==> src/rtl/multi_debouncer.sv <==
`default_nettype none
// ============================================================================
//  Module   : multi_debouncer
//  Brief    : N-channel push-button debouncer. Each channel has its own
//             synchroniser, a four-state debounce FSM with a stability
//             counter, and a long-press timer. It outputs a debounced level
//             and one-cycle press / release / hold strobes.
//  Revision : 1.0  initial release
// ============================================================================
module multi_debouncer #(
    parameter int N_CH        = 4,
    parameter int SYNC_STAGES = 2,
    parameter int DB_CYCLES   = 16,
    parameter int HOLD_CYCLES = 64
) (
    input  logic            clk,
    input  logic            rst,
    input  logic [N_CH-1:0] btn,
    output logic [N_CH-1:0] level,
    output logic [N_CH-1:0] press,
    output logic [N_CH-1:0] release_pulse,
    output logic [N_CH-1:0] hold
);

    // The debounce counter is one bit wider than strictly needed.
    // This keeps DB_CYCLES == 1 legal.
    localparam int c_DCW = $clog2(DB_CYCLES) + 1;
    // The hold counter has headroom for one extra value, HOLD_CYCLES itself.
    // That value is the saturated "already fired" marker.
    localparam int c_HCW = $clog2(HOLD_CYCLES) + 1;

    localparam logic [c_DCW-1:0] c_DC_LAST = c_DCW'(DB_CYCLES - 1);
    localparam logic [c_HCW-1:0] c_HC_LAST = c_HCW'(HOLD_CYCLES - 1);
    localparam logic [c_HCW-1:0] c_HC_SAT  = c_HCW'(HOLD_CYCLES);
    localparam logic [c_DCW-1:0] c_DC_ONE  = c_DCW'(1);
    localparam logic [c_HCW-1:0] c_HC_ONE  = c_HCW'(1);

    typedef enum logic [1:0] {
        ST_LOW     = 2'd0,
        ST_WAIT_HI = 2'd1,
        ST_HIGH    = 2'd2,
        ST_WAIT_LO = 2'd3
    } state_t;

    for (genvar gi = 0; gi < N_CH; gi++) begin : g_ch

        logic [SYNC_STAGES-1:0] r_sync;
        logic                   w_s;
        state_t                 r_state;
        logic [c_DCW-1:0]       r_dc;
        logic [c_HCW-1:0]       r_hc;
        logic                   r_level;
        logic                   r_press;
        logic                   r_release;
        logic                   r_hold;

        // Shift the raw asynchronous button through the synchroniser chain.
        always_ff @(posedge clk or posedge rst) begin
            if (rst) begin
                r_sync <= '0;
            end else begin
                r_sync <= {r_sync[SYNC_STAGES-2:0], btn[gi]};
            end
        end

        assign w_s = r_sync[SYNC_STAGES-1];

        // Debounce FSM, stability counter and long-press timer with registered strobes.
        always_ff @(posedge clk or posedge rst) begin
            if (rst) begin
                r_state   <= ST_LOW;
                r_dc      <= '0;
                r_hc      <= '0;
                r_level   <= 1'b0;
                r_press   <= 1'b0;
                r_release <= 1'b0;
                r_hold    <= 1'b0;
            end else begin
                r_press   <= 1'b0;
                r_release <= 1'b0;
                r_hold    <= 1'b0;

                // The hold timer runs on the debounced level. Bounces that are
                // absorbed in WAIT_LO never drop the level, so they do not disturb it.
                if (r_level) begin
                    if (r_hc == c_HC_LAST) begin
                        r_hold <= 1'b1;
                        r_hc   <= c_HC_SAT;
                    end else if (r_hc != c_HC_SAT) begin
                        r_hc <= r_hc + c_HC_ONE;
                    end
                end

                // The transition assignments below come last in this block.
                // On press and release they override the hold-timer updates above.
                case (r_state)
                    ST_LOW: begin
                        if (w_s) begin
                            r_state <= ST_WAIT_HI;
                            r_dc    <= '0;
                        end
                    end
                    ST_WAIT_HI: begin
                        if (!w_s) begin
                            r_state <= ST_LOW;
                        end else if (r_dc == c_DC_LAST) begin
                            r_state <= ST_HIGH;
                            r_level <= 1'b1;
                            r_press <= 1'b1;
                            r_hc    <= '0;
                        end else begin
                            r_dc <= r_dc + c_DC_ONE;
                        end
                    end
                    ST_HIGH: begin
                        if (!w_s) begin
                            r_state <= ST_WAIT_LO;
                            r_dc    <= '0;
                        end
                    end
                    ST_WAIT_LO: begin
                        if (w_s) begin
                            r_state <= ST_HIGH;
                        end else if (r_dc == c_DC_LAST) begin
                            // On release, suppress any hold that would have fired this cycle.
                            r_state   <= ST_LOW;
                            r_level   <= 1'b0;
                            r_release <= 1'b1;
                            r_hold    <= 1'b0;
                            r_hc      <= '0;
                        end else begin
                            r_dc <= r_dc + c_DC_ONE;
                        end
                    end
                    default: begin
                        r_state <= ST_LOW;
                    end
                endcase
            end
        end

        assign level[gi]         = r_level;
        assign press[gi]         = r_press;
        assign release_pulse[gi] = r_release;
        assign hold[gi]          = r_hold;
    end

endmodule
`default_nettype wire

==> config.mk <==
export PLATFORM = sky130hd
export DESIGN_NAME = multi_debouncer
export DESIGN_NICKNAME = d
export VERILOG_FILES = /design/src/rtl/multi_debouncer.sv
export SDC_FILE = /design/constraint.sdc
export NUM_CORES = 1
export LEC_CHECK = 0
export BUFFER_PORTS_ARGS = -buffer_cell sky130_fd_sc_hd__buf_2
export CAP_MARGIN = 5
export CORE_ASPECT_RATIO = 1.4
export CORE_MARGIN = 4
export CORE_UTILIZATION = 60
export CTS_CLUSTER_DIAMETER = 120
export DETAILED_ROUTE_END_ITERATION = 16
export GPL_ROUTABILITY_DRIVEN = 0
export PLACE_DENSITY = 0.86
export SETUP_SLACK_MARGIN = 0.05
export SLEW_MARGIN = 5
export SYNTH_ARGS = -nofsm -noshare
export SYNTH_HDL_FRONTEND = slang
export SYNTH_SLANG_ARGS = --single-unit
==> constraint.sdc <==
create_clock -name clk -period 3.2 [get_ports clk]
set_input_delay 0.32 -clock clk [delete_from_list [all_inputs] [get_ports clk]]
set_output_delay 0.32 -clock clk [all_outputs]
set_load 0.01 [all_outputs]
==> summary.txt <==
Clock tree
  – CTS Hold Bufs: 0
  – Total clock sinks: 80
  – Number of buffers created by CTS: 9
  – H-tree levels: 3
  – Clock-pin slew on the worst setup and hold paths: around 0.08 ns
  – Clock Latency Late Sink: around 0.35 ns
  – Root Driver: clkbuf_8
  – Clock Tree Buf Depth: 2
  – Number of setup buffers added after CTS: 0
  – CTS tree: done
  – Post-CTS sizing: 0

Pwr
  – Flop pwr share: 0.510
  – VDD IR-drop max: 0.4497 mV
  – Total Power: 2828 uW
  – NetSw: just under 900 uW
  – Pwr Density: around 700 nW/um^2
  – Leakage: between 0.0015 and 0.002 uW
  – Clock power share: 0.280
  – Switch share: 0.3092
  – Internal power: 1954 uW
  – Comb power frac: 0.210

Route
  – Vias per cell: roughly 5.7
  – DRC: 0
  – DR pass1 iterations: 4
  – Total wire length: approximately 6300 um
  – Final ANT Viol Nets: 0
  – Via count: about 2.6k
  – DR iter-0 viols: 122
  – WL/cell: ~14 um

Global route
  – Vias in the first global route: about 2.7k
  – Initial antenna violation count: 0
  – GR Overflow Total: 0
  – All-Layer GR Usage: 0.1872
  – Largest net degree at the start of global routing: 31
  – First-pass GRT wire length: between 10000 and 15000 um

Floorplan
  – Die Height: just over 100 um
  – Core area: between 6000 and 7000 um^2
  – IO Count: 22
  – DIE WIDTH: approximately 75 um
  – Die area: slightly below 8000 um^2
  – Initial Util: 0.6160
  – FP Rows: 34

STA
  – Max Freq: about 530 MHz
  – TNS Setup: 0 ns
  – Finish-stage setup viols: 0
  – Clock Skew: between 0.01 and 0.015 ns
  – Period minus WS final: between 1.5 and 2 ns
  – Max Transition Viols Final: 0
  – Final Hold Viols: 0
  – Final period utilization: 0.5900
  – RSZ-0062 raised after global routing: false
  – Worst slew margin: 0.6454
  – Worst Max-Slew Pin Slew: 0.5312 ns

Setup path
  – WS Path Type: reg -> reg
  – Crit end category: register
  – CP max FO: 12
  – Crit path required time: ~3.4 ns
  – Startpoint type of the worst setup path: register
  – Critical path origin: g_ch[0].r_dc[0]
  – FF-to-FF Start: g_ch[0].r_dc[0]
  – Crit path arrival time: 2.13 ns

Hold path
  – Worst Hold Class: in -> async

Synthesis
  – Synthesis-stage register bit count: 80
  – Sequential cell area fraction in the yosys report: 0.5232
  – Yosys top cell by area: dfrtp_1
  – Most frequent cell after synthesis: dfrtp_1
  – Cell Area, Synth: about 3800 um^2
  – Top cells by count, synth: dfrtp_1, nand2_1, nor2_1
  – Count of different cell masters after synthesis: 42
  – Post-synth EDFFs: 0
  – Avg Cell Area, Syn: about 10 um^2
  – Top cells by area, synth: dfrtp_1, ha_1, nand2_1
  – Cells after synthesis: 370
  – Post-synth net total: ~390
  – Asr flop ratio synth: 1.000
  – Synth Warn #: 0
  – Top cell type's share of synthesized area: 0.5232
  – Main synth FF type: dfrtp_1

Placed design
  – Dpl hpwl: about 4500 um
  – DP Area: between 3000 and 4000 um^2
  – Buffers on Ports: 21

Cells and area
  – Finished layout cell area: 4113 um^2
  – Register area: 2002 um^2
  – Area of the multi-input gates: between 1500 and 2000 um^2
  – Diodes inserted: 0
  – P&R area growth vs syn: 7.488%
  – Fillcell total: between 400 and 500
  – Final #Nets: 405
  – Layout cells sized above 1: 0.1289

Run
  – Max-Cap Viols: 0

Status
  – Status: complete, no violations
power by group through the flow:
stage          Clock [uW]  Sequential [uW]  Combinational (uW)
5_1_grt               848             1480                 702
2_1_floorplan           0             1400                 503
3_3_place_gp            0             1450                 565
6_report              792             1440                 593
3_5_place_dp            0             1460                 605
4_1_cts               814             1440                 608
cell usage in the layout, fill, tap and decap left out, types with 4 or more instances in the layout:
cell type,netlist,routed
dfrtp_1,80,80
nand2_1,42,42
nor2_1,41,41
buf_2,2,21
o21ai_0,20,20
inv_1,18,17
ha_1,16,16
nand2b_1,12,12
xor2_1,12,12
a21o_1,11,11
xnor2_1,10,10
clkbuf_8,0,10
nand3_1,8,8
nand4_1,8,8
nand4b_1,6,6
a21oi_1,6,6
o31ai_1,6,6
a22o_1,6,6
nor3_1,5,5
and3_1,4,4
mux2i_1,4,4
nor3b_1,4,4
a31oi_1,4,4
state kept, by name (all words and copies together) (netlist names), named ones only:
register,flops
g_ch.r_hc,28
g_ch.r_dc,20
g_ch.r_sync,8
g_ch.r_release,4
g_ch.r_level,4
g_ch.r_hold,4
g_ch.r_press,4
g_ch.r_state,4
per-stage QoR:
stage	utilization	hold slack, ns	setup slack (ns)	instances
6_report	0.6622	0.01027	1.312	460
4_1_cts	0.6622	0.02268	1.340	460
2_1_floorplan	-	0.3312	0.8283	370
5_1_grt	0.6622	0.05481	1.098	460
3_5_place_dp	0.6277	0.3381	1.345	444
3_3_place_gp	0.6277	0.3325	1.452	444
critical path, cell delays in order, from the launching register on:
cell	delay [ns]
dfrtp_1	0.42
ha_1	0.18
and3_1	0.16
ha_1	0.37
nand2_1	0.20
o32ai_1	0.23
a21o_1	0.17
nor2_1	0.06
layer usage:
metal | global-route usage | routed length (um)
met5 | 0 | 0
met4 | 0.08075 | 96
met3 | 0.04232 | 196
met2 | 0.3120 | 3252
met1 | 0.2300 | 2781
path summary, 6_finish.rpt:
| kind | to | slack, ns | depth (start not counted) |
|---|---|---|---|
| max reg2reg | g_ch[0].r_hc[3] | 1.31 | 7 |
| min reg2reg | g_ch[0].r_sync[1] | 0.36 | 0 |
| max | g_ch[0].r_hc[3] | 1.31 | 7 |
| min in group clk | g_ch[1].r_sync[0] | 0.08 | 1 |
| min | g_ch[0].r_dc[3] | 0.01 | 2 |
| max in group asynchronous | g_ch[1].r_hc[4] | 2.43 | 3 |
cells by family after synthesis:
group                      Yosys count  share of synthesized area
AOI/OAI and AO/OA                   63                     0.1102
and+or+nand+nor                    144                     0.1936
DFF                                 80                     0.5232
muxes                                4                    0.01046
buffers and inverters               40                    0.05559
xor gates and xnor gates            23                    0.05461
adders and majority gates           16                    0.05232
final cells by class:
| class | count | area share |
|---|---|---|
| repair buffers | 24 | 0.03103 |
| clock buffers | 13 | 0.03620 |
| multi-input cells | 250 | 0.3918 |
| clock inverters | 3 | 0.01582 |
| flip-flops and latches | 80 | 0.4868 |
| well taps | 72 | 0.02190 |
| inverters | 18 | 0.01643 |
(Power assumes the default switching activity.)
